**config.mk**
```make
export PLATFORM = sky130hd
export DESIGN_NAME = mod_port
export DESIGN_NICKNAME = d
export VERILOG_FILES = /design/src/rtl/mod_port_pkg.sv /design/src/rtl/mod_port_mem.sv /design/src/rtl/mod_port.sv
export SDC_FILE = /design/constraint.sdc
export NUM_CORES = 2
export LEC_CHECK = 0
export BUFFER_PORTS_ARGS = -buffer_cell sky130_fd_sc_hd__buf_2
export CAP_MARGIN = 15
export CORE_MARGIN = 2
export CORE_UTILIZATION = 35
export CTS_CLUSTER_SIZE = 10
export DETAILED_ROUTE_END_ITERATION = 16
export HOLD_SLACK_MARGIN = 0.03
export PLACE_DENSITY = 0.52
export SLEW_MARGIN = 20
export SYNTH_ARGS = -nofsm -noshare
export SYNTH_HDL_FRONTEND = slang
export SYNTH_SLANG_ARGS = --single-unit
```
**constraint.sdc**
```tcl
create_clock -name wclk -period 7.7 [get_ports wclk]
set_input_delay 1.155 -clock wclk [delete_from_list [all_inputs] [get_ports wclk]]
set_output_delay 1.155 -clock wclk [all_outputs]
set_load 0.1 [all_outputs]
```
**src/rtl/mod_port_pkg.sv**
```systemverilog
// Shared sizing constants and the occupancy type for the mod_port FIFO.
package mod_port_pkg;
    localparam int DATA_WIDTH = 32;
    localparam int DEPTH      = 32;
    localparam int ADDR_WIDTH = 5;

    typedef logic [ADDR_WIDTH:0] level_t;
endpackage

```
**src/rtl/mod_port_mem.sv**
```systemverilog
// 32x32 storage array: synchronous write, registered read, synchronous clear.
module mod_port_mem
    import mod_port_pkg::*;
(
    input  logic                  wclk,
    input  logic                  rst,
    input  logic                  clr,
    input  logic                  we,
    input  logic [ADDR_WIDTH-1:0] waddr,
    input  logic [DATA_WIDTH-1:0] wdata,
    input  logic                  re,
    input  logic [ADDR_WIDTH-1:0] raddr,
    output logic [DATA_WIDTH-1:0] rdata
);
    logic [DATA_WIDTH-1:0] mem [DEPTH];

    // A clear wins over a write landing on the same edge.
    always_ff @(posedge wclk) begin
        if (clr) begin
            for (int i = 0; i < DEPTH; i++) mem[i] <= '0;
        end else if (we) begin
            mem[waddr] <= wdata;
        end
    end

    always_ff @(posedge wclk) begin
        if (rst)     rdata <= '0;
        else if (re) rdata <= mem[raddr];
    end
endmodule

```
**src/rtl/mod_port.sv**
```systemverilog
// Single-clock FIFO with write-side status: level, full/almost-full, overflow/underflow, write count.
// Handshake: a write is taken when write_enable && !wfull, a read when read_enable && !rempty,
// both judged on the registered flags at the edge; refused requests pulse overflow/underflow.
module mod_port
    import mod_port_pkg::*;
(
    input  logic                  wclk,
    input  logic                  sw_rst,
    input  logic                  mem_rst,
    input  logic [DATA_WIDTH-1:0] wdata,
    input  logic                  write_enable,
    input  logic [ADDR_WIDTH-1:0] afull_value,
    input  logic                  read_enable,
    output logic [DATA_WIDTH-1:0] rdata,
    output logic                  rempty,
    output logic                  underflow,
    output logic                  wfull,
    output logic                  wr_almost_ful,
    output logic                  overflow,
    output logic [5:0]            fifo_write_count,
    output logic [5:0]            wr_level
);
    logic [ADDR_WIDTH:0] wr_ptr, rd_ptr;
    level_t              level, next_level;
    logic                wr_acc, rd_acc;

    // Requests in the reset cycle are dropped entirely.
    assign wr_acc     = write_enable && !wfull  && !sw_rst;
    assign rd_acc     = read_enable  && !rempty && !sw_rst;
    assign next_level = level + level_t'(wr_acc) - level_t'(rd_acc);
    assign wr_level   = level;

    mod_port_mem u_mem (
        .wclk  (wclk),
        .rst   (sw_rst),
        .clr   (mem_rst),
        .we    (wr_acc),
        .waddr (wr_ptr[ADDR_WIDTH-1:0]),
        .wdata (wdata),
        .re    (rd_acc),
        .raddr (rd_ptr[ADDR_WIDTH-1:0]),
        .rdata (rdata)
    );

    always_ff @(posedge wclk) begin
        if (sw_rst) begin
            wr_ptr           <= '0;
            rd_ptr           <= '0;
            level            <= '0;
            fifo_write_count <= '0;
            wfull            <= 1'b0;
            rempty           <= 1'b1;
            wr_almost_ful    <= 1'b0;
            overflow         <= 1'b0;
            underflow        <= 1'b0;
        end else begin
            if (wr_acc) begin
                wr_ptr           <= wr_ptr + 1'b1;
                fifo_write_count <= fifo_write_count + 1'b1;
            end
            if (rd_acc) rd_ptr <= rd_ptr + 1'b1;
            level         <= next_level;
            wfull         <= (next_level == level_t'(DEPTH));
            rempty        <= (next_level == '0);
            wr_almost_ful <= (next_level >= {1'b0, afull_value});
            overflow      <= write_enable && wfull;
            underflow     <= read_enable && rempty;
        end
    end
endmodule

```
**Word level (Yosys, flattened, before mapping)**

Memory sizes are Yosys's and may differ from the RTL's. A register that Yosys moved wholly into a read port is not among the register bits.
Cells that the tools add are included.

- Bits in registers: 29
- Latch bits: 0
- Memory bits (writable): 1024
- Memory bits (read-only): 0
- Input bits: 42
- Output and inout bits: 49
- Memories kept: 1

- Add/sub/neg operators: 5
- $mul: 0
- Divide/modulo/power cells: 0
- Magnitude comparators: 1
- Equal/unequal tests: 1
- Shift-type cells: 0
- Mux-type cells: 8
- Bitwise logic cells: 0
- Reduce and logical (&&, ||, !) cells: 11

Memories:

| memory | depth | bits a word | read ports | clocked after memory_dff | write ports | RTL line | RTL |
|---|---|---|---|---|---|---|---|
| u_mem.mem | 32 | 32 | 1 | 1 | 32 | mod_port_mem.sv:15 | `logic [DATA_WIDTH-1:0] mem [DEPTH];` |

Operators by type and width:

| kind | count |
|---|---|
| 32-bit two-way mux | 1 |
| 32-bit OR reduction | 1 |
| 6-bit by 1-bit adder with 6-bit output (second input constant) | 3 |
| 6-bit by 1-bit adder with 6-bit output | 1 |
| 6-bit equality test (second input constant) | 1 |
| 6-bit by 5-bit greater-or-equal comparator with 1-bit output | 1 |
| 1-bit logical AND | 6 |
| 6-bit zero test | 1 |
| 1-bit two-way mux | 6 |
| 6-bit by 1-bit subtractor with 6-bit output | 1 |
| 5-bit two-way mux | 1 |
| 1-bit zero test | 3 |

**Depth between registers and ports, before layout**

- Depth in word-level cells: 8
- Mapped depth: 14
- Mapped depth without buffers: 13

**Modules after synthesis**

A second synthesis with hierarchy kept.

- Cell total of the unflattened synthesis: 3632
- Area, all modules: 49387.4 µm²

Modules (own cells, without submodules):

| module | instances | cells an instance | area each (µm²) |
|---|---|---|---|
| mod_port_mem | 1 | 3492 | 48086.1 |
| mod_port | 1 | 140 | 1301.2 |

**Worst setup path after synthesis**

Ideal clock, no wire load.

- Path type: input-to-reg
- Start point: input write_enable
- End point: memory u_mem.mem[31][0], enable pin
- Library setup time: 0.466 ns
- Data arrival time: 4.338 ns
- Required time: 7.234 ns
- Setup slack: 2.897 ns
- Stages on the path: 6
- Cells stage by stage: and2b_1 -> nand2_1 -> or3_1 -> clkbuf_1 -> clkbuf_1 -> o21ai_0

RTL lines:

| element | RTL line | RTL |
|---|---|---|
| start: declaration | mod_port.sv:11 | `input logic write_enable,` |
| end: declaration | mod_port_mem.sv:15 |  |

==> flow_results.org <==
** Status
- Run status :: finished, final reports clean

** Floorplanning
- Die outline width :: 376 um
- CORE AREA :: 137,000 um^2
- For this configuration, the core starts out at a cell density of 35.2%.
- Row count :: 136
- Die area :: 141,000 um^2
- Die Height :: 376 um
- Total I/O pin count :: 91

** Route
- Post-detailed-route count of antenna-violating nets :: 0
- After detailed routing, the number of remaining DRC violations is 0.
- Detail-routed net length per standard cell :: 26.8 um
- Total wire length after detailed routing :: 136,000 um
- After the first detailed-routing iteration, the DRC count stood at 2,496.
- Number of vias per cell :: 5.22
- Across all layers, the routed design uses 26,400 vias.
- The first TritonRoute pass finished after 5 iterations.

** Global routing
- The via count of the first global-routing pass was 27,000.
- Largest net degree at the start of global routing :: 74
- Wire length of the first global-routing pass :: 197,000 um
- Global routing used 19.3% of the available tracks.
- The total overflow left after global routing is 0.
- The initial antenna violation count was 6.

** Logic synthesis
- Yosys Warn Count :: 0
- Share of flip-flops with an asynchronous set or reset after synthesis :: 0%
- Avg Inst Size Synth :: 15.1 um^2
- Distinct cell type count of the synthesized netlist :: 44
- The synthesized design contains 1,083 register bits.
- Cell Area, Synth :: 48,400 um^2
- Sequential fraction of the synthesis area :: 65.9%
- The most used flip-flop cell after synthesis is sky130_fd_sc_hd__edfxtp_1.
- Yosys mapped a number of flops with a built-in enable equal to 1,024.
- The synthesized design devotes to its leading area cell type 63.5% of total area.
- Syn_nets :: 3,259
- Gate count after technology mapping :: 3,199
- Top area cells in the synthesized netlist :: sky130_fd_sc_hd__edfxtp_1 (63%), sky130_fd_sc_hd__and2_1 (13%), sky130_fd_sc_hd__mux4_2 (9.0%)
- Largest area contributor in the netlist :: sky130_fd_sc_hd__edfxtp_1

** Clocking
- Hold-fix buffers at CTS :: 0
- Post-CTS repair timing setup buffer count :: 0
- The H-tree was split into 4 levels.
- After clock tree synthesis, the clock-pin slew on the worst setup and hold paths is 0.05 ns.
- Library cell used as clock root buffer :: sky130_fd_sc_hd__clkbuf_16
- Clock buffer count from CTS :: 131
- Counting every sink on the clock net gives 1,083.
- No sink is reached through more buffers than the 3 on the longest clock path.
- TritonCTS built the clock tree.
- Skew-Pair Late Insertion Delay :: 0.76 ns
- Resized cells post-CTS :: 0

** Finish
- Highest-count cells in the layout ignoring fill and taps :: sky130_fd_sc_hd__and2_1 (1,025), sky130_fd_sc_hd__edfxtp_1 (1,024), sky130_fd_sc_hd__mux4_2 (193)
- The area growth from synthesis to layout is 13.8%.
- Non-filler instance count after layout :: 5,056
- After routing the design area is 55,100 um^2.
- Number of nets in the finished design :: 3,257
- Share of post-route cells with drive strength above 1 :: 19.2%
- Leaving out fill and tap cells, the most frequent cell in the layout is sky130_fd_sc_hd__and2_1.

** Setup path
- Required time of the critical path :: 8.34 ns
- For the worst setup path, the data arrival time is 4.61 ns.
- For this run, the slowest stage of the critical path takes 1.07 ns.
- By startpoint and endpoint, the worst setup path is classified as reg -> reg.
- Cell type with the highest occurrence count on the critical path :: sky130_fd_sc_hd__a22o_1
- In this run the worst path has a maximum fanout of 40.
- Cell chain of the critical path :: buf_4 > mux4_2 > a22o_1 > a2111oi_0 > a21oi_1 > a22o_1
- The worst setup path is launched from a flop.
- CP endpoint kind :: flop
- Cell with the largest stage delay on the worst path :: sky130_fd_sc_hd__a2111oi_0

** STA
- Ratio of final minimum period to clock period :: 51.5%
- Max-slew violation total from the final report :: 0
- After routing, the total negative slack on setup checks comes to 0 ns.
- Actual slew at the worst max-slew pin :: 1.27 ns
- Final setup vio count :: 0
- Max Fclk :: 252 MHz
- Headroom to the max-slew limit came out at 13.5%.
- The smallest clock period supported by the final layout is computed as 3.97 ns.
- Clock skew on the completed layout was measured at 0.0267 ns.
- RSZ-0062 raised after global routing :: false
- The final count of hold timing violations came to 0.

** Job
- Max-cap violations in this run came to 0.

** Power
- The design draws 14.0 mW.
- Summed over all cells, the static leakage comes to 19.3 nW.
- Cell area power density :: 255 nW/um^2
- VDD IR-drop max :: 241 uV

** Hold path
- The min-delay analysis places its worst path in the category reg -> reg.

** Placement
- Counting tap cells, the placed design contains a total of 4,858 instances.
- The congestion estimate from routability-driven global placement came to 0.767.
- Dpl hpwl :: 79,500 um
- After detailed placement, the total cell area comes to 51,300 um^2.
- Port Buffers :: 90
[flip-flops by register name (all words and copies together) (netlist names)]
register          cells
wfull                 1
wr_ptr                5
wr_level              6
fifo_write_count      6
u_mem.mem          1024
rempty                1
underflow             1
overflow              1
wr_almost_ful         1
rd_ptr                5
u_mem.rdata          32
[cell families after synthesis]
logic type               after synthesis  share of synthesized area [%]
AO/OA/AOI/OAI                        304                           4.59
XOR/XNOR                              16                          0.289
adder cells (fa/ha/maj)               18                          0.480
buffers and inverters                333                           2.89
flip-flops                          1083                           65.9
multiplexers                         321                           11.6
AND/OR/NAND/NOR                     1124                           14.2
[area by class of cell]
class	instances	area, um^2
timing repair buffer	182	1320
clock buffer	172	3580
antenna	7	17.5
tap	1794	2240
sequential	1083	31900
inverter	16	60.1
multi-input combinational	1783	15700
clock inverter	19	201
fill	12400	82400
[cells in the mapped netlist, types with 17 or more instances]
| library cell | count |
|---|---|
| sky130_fd_sc_hd__a21oi_1 | 69 |
| sky130_fd_sc_hd__a22oi_1 | 32 |
| sky130_fd_sc_hd__a22o_1 | 62 |
| sky130_fd_sc_hd__clkbuf_1 | 265 |
| sky130_fd_sc_hd__and2_1 | 1025 |
| sky130_fd_sc_hd__dfxtp_1 | 59 |
| sky130_fd_sc_hd__o221ai_1 | 32 |
| sky130_fd_sc_hd__mux2i_1 | 128 |
| sky130_fd_sc_hd__a2111oi_0 | 21 |
| sky130_fd_sc_hd__mux4_2 | 193 |
| sky130_fd_sc_hd__o21ai_0 | 34 |
| sky130_fd_sc_hd__o22ai_1 | 31 |
| sky130_fd_sc_hd__buf_2 | 21 |
| sky130_fd_sc_hd__edfxtp_1 | 1024 |
| sky130_fd_sc_hd__nor2_1 | 52 |
| sky130_fd_sc_hd__ha_1 | 17 |
[worst max-delay path, delay by kind of cell, from the launching register on]
family	cells	cell delay, ns
AO/OA/AOI/OAI	4	1.78
buffers and inverters	1	0.66
flip-flops	1	0.95
multiplexers	1	0.40
[final timing paths]
check	startpoint	end	slack, ns	cells past startpoint
hold reg to reg	wfull	overflow	0.44	2
setup / recovery	rd_ptr[2]	u_mem.rdata[13]	3.73	6
setup reg to reg	rd_ptr[2]	u_mem.rdata[13]	3.73	6
hold / removal	wfull	overflow	0.44	2
[metal layers]
layer	track usage, %	vias up	routed length, um
li1	-	11800	-
met1	26.5	13800	60300
met2	31.4	657	65700
met3	2.92	175	6030
met4	6.17	2	3670
met5	0	-	12
[power breakdown]
| part | leakage, nW | internal (mW) | switching [mW] |
|---|---|---|---|
| Sequential | 11.1 | 6.68 | 0.101 |
| Clock | 1.83 | 3.26 | 2.38 |
| Combinational | 6.41 | 0.533 | 1.09 |
[through the flow]
step	hold slack (ns)	util, %	setup slack (ns)
final	0.442	40.1	3.73
after floorplan	0.529	-	2.90
after CTS	0.446	40.1	3.76
after global routing	0.489	40.1	3.74
after global placement	0.433	37.1	3.14
after detailed placement	0.433	37.3	3.18
(Power assumes the default switching activity.)
